==> src/rtl/alu_seq.sv <==
// Clocked add/sub/accumulate unit with an iterative shift-add multiplier.
// Registered result and flags with a busy/done handshake; disabled drives all ones.
module alu_seq #(
   parameter int WIDTH = 4
) (
   input  logic             i_clk,
   input  logic             i_rst,
   input  logic             i_en,
   input  logic             i_start,
   input  logic [1:0]       i_op,
   input  logic             i_acc_clr,
   input  logic [WIDTH-1:0] i_input_a,
   input  logic [WIDTH-1:0] i_input_b,
   output logic [WIDTH-1:0] o_result,
   output logic             o_carry,
   output logic             o_ovf,
   output logic             o_zero,
   output logic             o_busy,
   output logic             o_done
);

   localparam int CW = $clog2(WIDTH + 1);

   typedef enum logic {
      S_IDLE,
      S_MUL
   } state_t;

   state_t             r_state;
   state_t             w_state_nxt;
   logic [CW-1:0]      r_cnt;
   logic [2*WIDTH-1:0] r_mcand;
   logic [2*WIDTH-1:0] r_prod;
   logic [WIDTH-1:0]   r_mplier;
   logic [WIDTH-1:0]   r_acc;
   logic [WIDTH-1:0]   r_result;
   logic               r_carry;
   logic               r_ovf;
   logic               r_zero;
   logic               r_busy;
   logic               r_done;

   logic               w_accept;
   logic               w_last;
   logic [WIDTH:0]     w_sum;
   logic [WIDTH:0]     w_diff;
   logic [WIDTH-1:0]   w_acc_base;
   logic [WIDTH:0]     w_acc_sum;
   logic [2*WIDTH-1:0] w_prod_nxt;
   logic               w_add_ovf;
   logic               w_sub_ovf;
   logic               w_acc_ovf;

   assign w_accept   = i_en && i_start && (r_state == S_IDLE);
   assign w_last     = (r_state == S_MUL) && (r_cnt == CW'(1));
   assign w_sum      = {1'b0, i_input_a} + {1'b0, i_input_b};
   assign w_diff     = {1'b0, i_input_a} - {1'b0, i_input_b};
   // A clear in the same edge as an accumulate is applied first.
   assign w_acc_base = i_acc_clr ? '0 : r_acc;
   assign w_acc_sum  = {1'b0, w_acc_base} + {1'b0, i_input_a};
   assign w_prod_nxt = r_prod + (r_mplier[0] ? r_mcand : '0);

   assign w_add_ovf = (i_input_a[WIDTH-1] == i_input_b[WIDTH-1])
                   && (w_sum[WIDTH-1] != i_input_a[WIDTH-1]);
   assign w_sub_ovf = (i_input_a[WIDTH-1] != i_input_b[WIDTH-1])
                   && (w_diff[WIDTH-1] != i_input_a[WIDTH-1]);
   assign w_acc_ovf = (w_acc_base[WIDTH-1] == i_input_a[WIDTH-1])
                   && (w_acc_sum[WIDTH-1] != i_input_a[WIDTH-1]);

   always_ff @(posedge i_clk or posedge i_rst) begin
      if (i_rst) begin
         r_state <= S_IDLE;
      end else begin
         r_state <= w_state_nxt;
      end
   end

   always_comb begin
      w_state_nxt = r_state;
      if (!i_en) begin
         w_state_nxt = S_IDLE;
      end else begin
         unique case (r_state)
            S_IDLE: if (w_accept && i_op == 2'b10) w_state_nxt = S_MUL;
            S_MUL:  if (w_last) w_state_nxt = S_IDLE;
            default: w_state_nxt = S_IDLE;
         endcase
      end
   end

   always_ff @(posedge i_clk or posedge i_rst) begin
      if (i_rst) begin
         r_cnt    <= '0;
         r_mcand  <= '0;
         r_prod   <= '0;
         r_mplier <= '0;
         r_acc    <= '0;
         r_result <= '0;
         r_carry  <= 1'b0;
         r_ovf    <= 1'b0;
         r_zero   <= 1'b1;
         r_busy   <= 1'b0;
         r_done   <= 1'b0;
      end else begin
         r_done <= 1'b0;
         if (i_acc_clr) r_acc <= '0;
         if (!i_en) begin
            r_result <= '1;
            r_carry  <= 1'b0;
            r_ovf    <= 1'b0;
            r_zero   <= 1'b0;
            r_busy   <= 1'b0;
         end else if (w_accept) begin
            unique case (i_op)
               2'b00: begin
                  r_result <= w_sum[WIDTH-1:0];
                  r_carry  <= w_sum[WIDTH];
                  r_ovf    <= w_add_ovf;
                  r_zero   <= (w_sum[WIDTH-1:0] == '0);
                  r_done   <= 1'b1;
               end
               2'b01: begin
                  r_result <= w_diff[WIDTH-1:0];
                  r_carry  <= w_diff[WIDTH];
                  r_ovf    <= w_sub_ovf;
                  r_zero   <= (w_diff[WIDTH-1:0] == '0);
                  r_done   <= 1'b1;
               end
               2'b10: begin
                  r_mcand  <= {{WIDTH{1'b0}}, i_input_a};
                  r_mplier <= i_input_b;
                  r_prod   <= '0;
                  r_cnt    <= CW'(WIDTH);
                  r_busy   <= 1'b1;
               end
               2'b11: begin
                  r_acc    <= w_acc_sum[WIDTH-1:0];
                  r_result <= w_acc_sum[WIDTH-1:0];
                  r_carry  <= w_acc_sum[WIDTH];
                  r_ovf    <= w_acc_ovf;
                  r_zero   <= (w_acc_sum[WIDTH-1:0] == '0);
                  r_done   <= 1'b1;
               end
               default: ;
            endcase
         end else if (r_state == S_MUL) begin
            r_prod   <= w_prod_nxt;
            r_mcand  <= r_mcand << 1;
            r_mplier <= r_mplier >> 1;
            r_cnt    <= r_cnt - CW'(1);
            if (w_last) begin
               r_result <= w_prod_nxt[WIDTH-1:0];
               r_ovf    <= |w_prod_nxt[2*WIDTH-1:WIDTH];
               r_carry  <= 1'b0;
               r_zero   <= (w_prod_nxt[WIDTH-1:0] == '0);
               r_busy   <= 1'b0;
               r_done   <= 1'b1;
            end
         end
      end
   end

   assign o_result = r_result;
   assign o_carry  = r_carry;
   assign o_ovf    = r_ovf;
   assign o_zero   = r_zero;
   assign o_busy   = r_busy;
   assign o_done   = r_done;

endmodule

==> config.mk <==
export PLATFORM = sky130hd
export DESIGN_NAME = alu_seq
export DESIGN_NICKNAME = d
export VERILOG_FILES = /design/src/rtl/alu_seq.sv
export SDC_FILE = /design/constraint.sdc
export NUM_CORES = 1
export LEC_CHECK = 0
export BUFFER_PORTS_ARGS = -buffer_cell sky130_fd_sc_hd__buf_2
export CAP_MARGIN = 20
export CORE_ASPECT_RATIO = 0.5
export CORE_MARGIN = 2
export CORE_UTILIZATION = 45
export DETAILED_ROUTE_END_ITERATION = 7
export PLACE_DENSITY = 0.62
export SYNTH_ARGS = -nofsm -noshare
export SYNTH_HDL_FRONTEND = slang
export SYNTH_SLANG_ARGS = --single-unit
==> constraint.sdc <==
create_clock -name i_clk -period 3 [get_ports i_clk]
set_input_delay 0 -clock i_clk [delete_from_list [all_inputs] [get_ports i_clk]]
set_output_delay 0 -clock i_clk [all_outputs]
set_load 0.03 [all_outputs]
==> results.yml <==
drt:
  drt-total-wl_mm: 6.278
  first_pass_iters: 4
  ant_nets: 0
  vias: 2140
  avgViaCountPerCell: 5.646
  drc_errors: 0
  wl_per_cell_microns: 16.56
  drt-initial-drc-count: 107
clocking:
  cts_resized: 0
  insertion_delay_ns: 0.28
  htreeDepth: 2
  cts_tree: "yes"
  clk_pin_slew_ns: 0.06
  cts_buffers: 5
  postCtsSetupBuffers: 0
  cts_root_buf: "clkbuf_16"
  clock_path_buffers: 2
  cts_sinks: 37
power:
  finalPower_w: 0.001617
  combPwrFrac_pct: 26.8
  p_int_w: 0.001092
  seq_power_share_pct: 39.3
  p_leak_nw: 1.427
  cellPowerDensity_nw_per_um2: 538.1
  ir_drop_mv: 0.3021
  switchingPower_w: 0.0005243
  pwr-share-clk_pct: 33.9
  switching_share_pct: 32.43
setup_path:
  r2r_start: "r_mplier[0]$_DFFE_PP0P_"
  crit_path_max_fanout: 9
  slowest_delay_ns: 0.44
  r2r-end: "o_ovf$_DFFE_PP0P_"
  ff2ff_setup_slack_ns: 0.61
  end_kind: "flop"
  cp_slowest_cell: "dfrtp_1"
  critPathArrivalTime_ns: 2.54
  cp-start-kind: "flop"
  reg2reg_depth: 9
  cp.required_ns: 3.15
  path_class: "flop to flop"
  cp_cell_sequence: "and2_1, ha_1, fa_1, a211oi_1, o21bai_1, a21oi_1, xor2_1, and3_4, a211oi_2"
timing:
  finalHoldViolations: 0
  max_freq_mhz: 418.7
  post-route-period-util_pct: 79.61
  max_slew_margin_pct: 60.37
  slew_viol_final: 0
  rsz0062_at_grt: "no"
  setup_viol: 0
  final.setup.tns_ns: 0
  period_minus_slack_ns: 2.388
  tightest_slew_ns: 0.5931
  finClkSkew_ns: 0.003432
grt:
  grt_max_degree: 28
  grt.met3_usage_pct: 4.289
  grt_overflow: 0
  grt_pass1_vias: 2168
  met1_usage_pct: 28.84
  grt_busiest_layer: "met2"
  antenna_found_initial: 0
  grtUsageTotal_pct: 20.77
  grtUsageMet2_pct: 34.17
  grt_pass1_wl_mm: 10.58
layout:
  fillers: 520
  fin_util_pct: 53.77
  finalNetCount: 345
  num_antenna_cells: 0
  drive_above_1_share_pct: 14.71
  area_growth_pct: 13.47
die:
  start_util_pct: 47.39
  dieArea_sq_um: 6551
  die_w_microns: 112.5
  fp-row-count: 19
  core_sq_um: 5587
  ios: 24
  fp.dieH_microns: 58.24
placed_design:
  place.gp.congestion: 0.9259
  portBuffers: 23
  post-dp-hpwl_mm: 4.739
synthesis:
  ys_ff_latch: 37
  syn-cell-area_sq_um: 2648
  ys.flop_type: "dfrtp_1"
  avgSynthCellArea_sq_um: 9.355
  ys_seq_area_share_pct: 35.02
  async_reset_ff_share_pct: 100.0
  yosysWarnings: 0
  synth.net_count: 323
  netlist-cell-type-count: 53
  synth_edf_count: 0
  syn_inst: 283
run:
  max-cap-violations: 0
status:
  outcome: "finished, final reports clean"
worst_hold_path:
  min_path_cells: 2
  hp-start: "i_input_a[0]"
  hold_path.class: "input port to flop"
  min_to: "r_mcand[0]$_DFFE_PP0P_"
## flip-flops by register name, indices dropped and copies added, names as in the netlist
signal and flops:
r_state 1, o_result 4, o_busy 1, r_acc 4, o_carry 1, o_ovf 1, o_done 1, r_cnt 3
r_prod 8, o_zero 1, r_mplier 4, r_mcand 8
## worst max-delay path: cells and delay by family, from the launching register on
kind / cells / cell delay (ns)
adder cells (fa/ha/maj): 2 / 0.66
AO/OA/AOI/OAI: 4 / 0.59
flip-flops: 1 / 0.44
AND/OR/NAND/NOR: 2 / 0.39
XOR/XNOR: 1 / 0.18
## cells in the mapped netlist, types with 7 or more instances
master | count | area (sq um)
a21oi_1 | 10 | 50.05
a32o_1 | 8 | 80.08
and2_1 | 11 | 68.82
buf_2 | 7 | 35.03
dfrtp_1 | 36 | 900.9
ha_1 | 21 | 262.8
inv_1 | 16 | 60.06
mux2i_1 | 9 | 90.09
nand2_1 | 26 | 97.59
nor2_1 | 20 | 75.07
nor2b_1 | 11 | 68.82
o21ai_0 | 20 | 100.1
## stage by stage
| stage | std cells | hold slack, ns | setup slack [ns] | cell area [sq um] |
|---|---|---|---|---|
| global route | 379 | 0.04003 | 0.3737 | 3004 |
| global placement | 368 | 0.2717 | 0.6775 | 2804 |
| floorplan | 283 | 0.1326 | 0.8028 | 2648 |
| detailed placement | 368 | 0.2761 | 0.6445 | 2804 |
| finish | 379 | 0.01629 | 0.6117 | 3004 |
| CTS | 377 | 0.01868 | 0.6180 | 2967 |
## area by class of cell
class,count,area [sq um],share of cell area [%]
Timing Repair Buffer,28,177.7,5.914
Clock buffer,6,138.9,4.623
Inverter,16,60.06,1.999
Clock inverter,2,13.76,0.4581
Tap cell,73,91.34,3.040
Multi-Input combinational cell,217,1595,53.10
Sequential cell,37,927.1,30.86
## cells in the final DEF, fill, tap and decap left out, drive strengths merged, types with 8 or more instances in the layout
cell type  synthesis  final
ha                21     21
nor2              20     20
nor2b             11     11
nand2             26     26
dfrtp             36     36
mux2i              9      9
o21ai             22     22
a21oi             11     11
inv               16     16
a32o               8      8
and2              11     11
buf                8     26
## logic make-up (layout without fill, tap and decap cells)
logic type	after synthesis	in the layout	share of synthesized area, %
simple gates	95	95	19.00
mux	12	12	4.679
buf+inv	29	52	4.726
flops	37	37	35.02
fa+ha+maj	25	25	12.95
compound gates	74	74	19.99
xor+xnor	11	11	3.639
## timing repair
item | 4_1_cts | 5_1_grt
setup endpoints to repair | 0 | 0
hold buffers | 1 | 1
hold endpoints to repair | 1 | 11
## per-layer routing
layer  share of wire, %  vias to the layer above  wire, microns
li1                   -                     1054              -
met1                 51                     1042           3175
met2                 45                       40           2834
met3                3.7                        4            230
met4               0.59                        0             37
met5                  0                        -              0
## how the worst max path moves through the flow
stage,startpoint,end,slack (ns)
floorplan,r_mplier[0]$_DFFE_PP0P_,o_ovf$_DFFE_PP0P_,0.80
global placement,r_mplier[0]$_DFFE_PP0P_,o_ovf$_DFFE_PP0P_,0.68
detailed placement,r_mplier[0]$_DFFE_PP0P_,o_ovf$_DFFE_PP0P_,0.64
CTS,r_mplier[0]$_DFFE_PP0P_,o_ovf$_DFFE_PP0P_,0.62
global route,r_mplier[0]$_DFFE_PP0P_,o_ovf$_DFFE_PP0P_,0.37
finish,r_mplier[0]$_DFFE_PP0P_,o_ovf$_DFFE_PP0P_,0.61
## power groups by stage
stage | Clock, W | Combinational (W) | Sequential [W]
final | 0.000548 | 0.000434 | 0.000635
after global routing | 0.000575 | 0.000487 | 0.000649
after CTS | 0.000552 | 0.000428 | 0.000635
after detailed placement | 0 | 0.000424 | 0.000644
after global placement | 0 | 0.000412 | 0.000641
after floorplan | 0 | 0.000304 | 0.000651
Note: power is estimated with default switching activity, not from simulation.
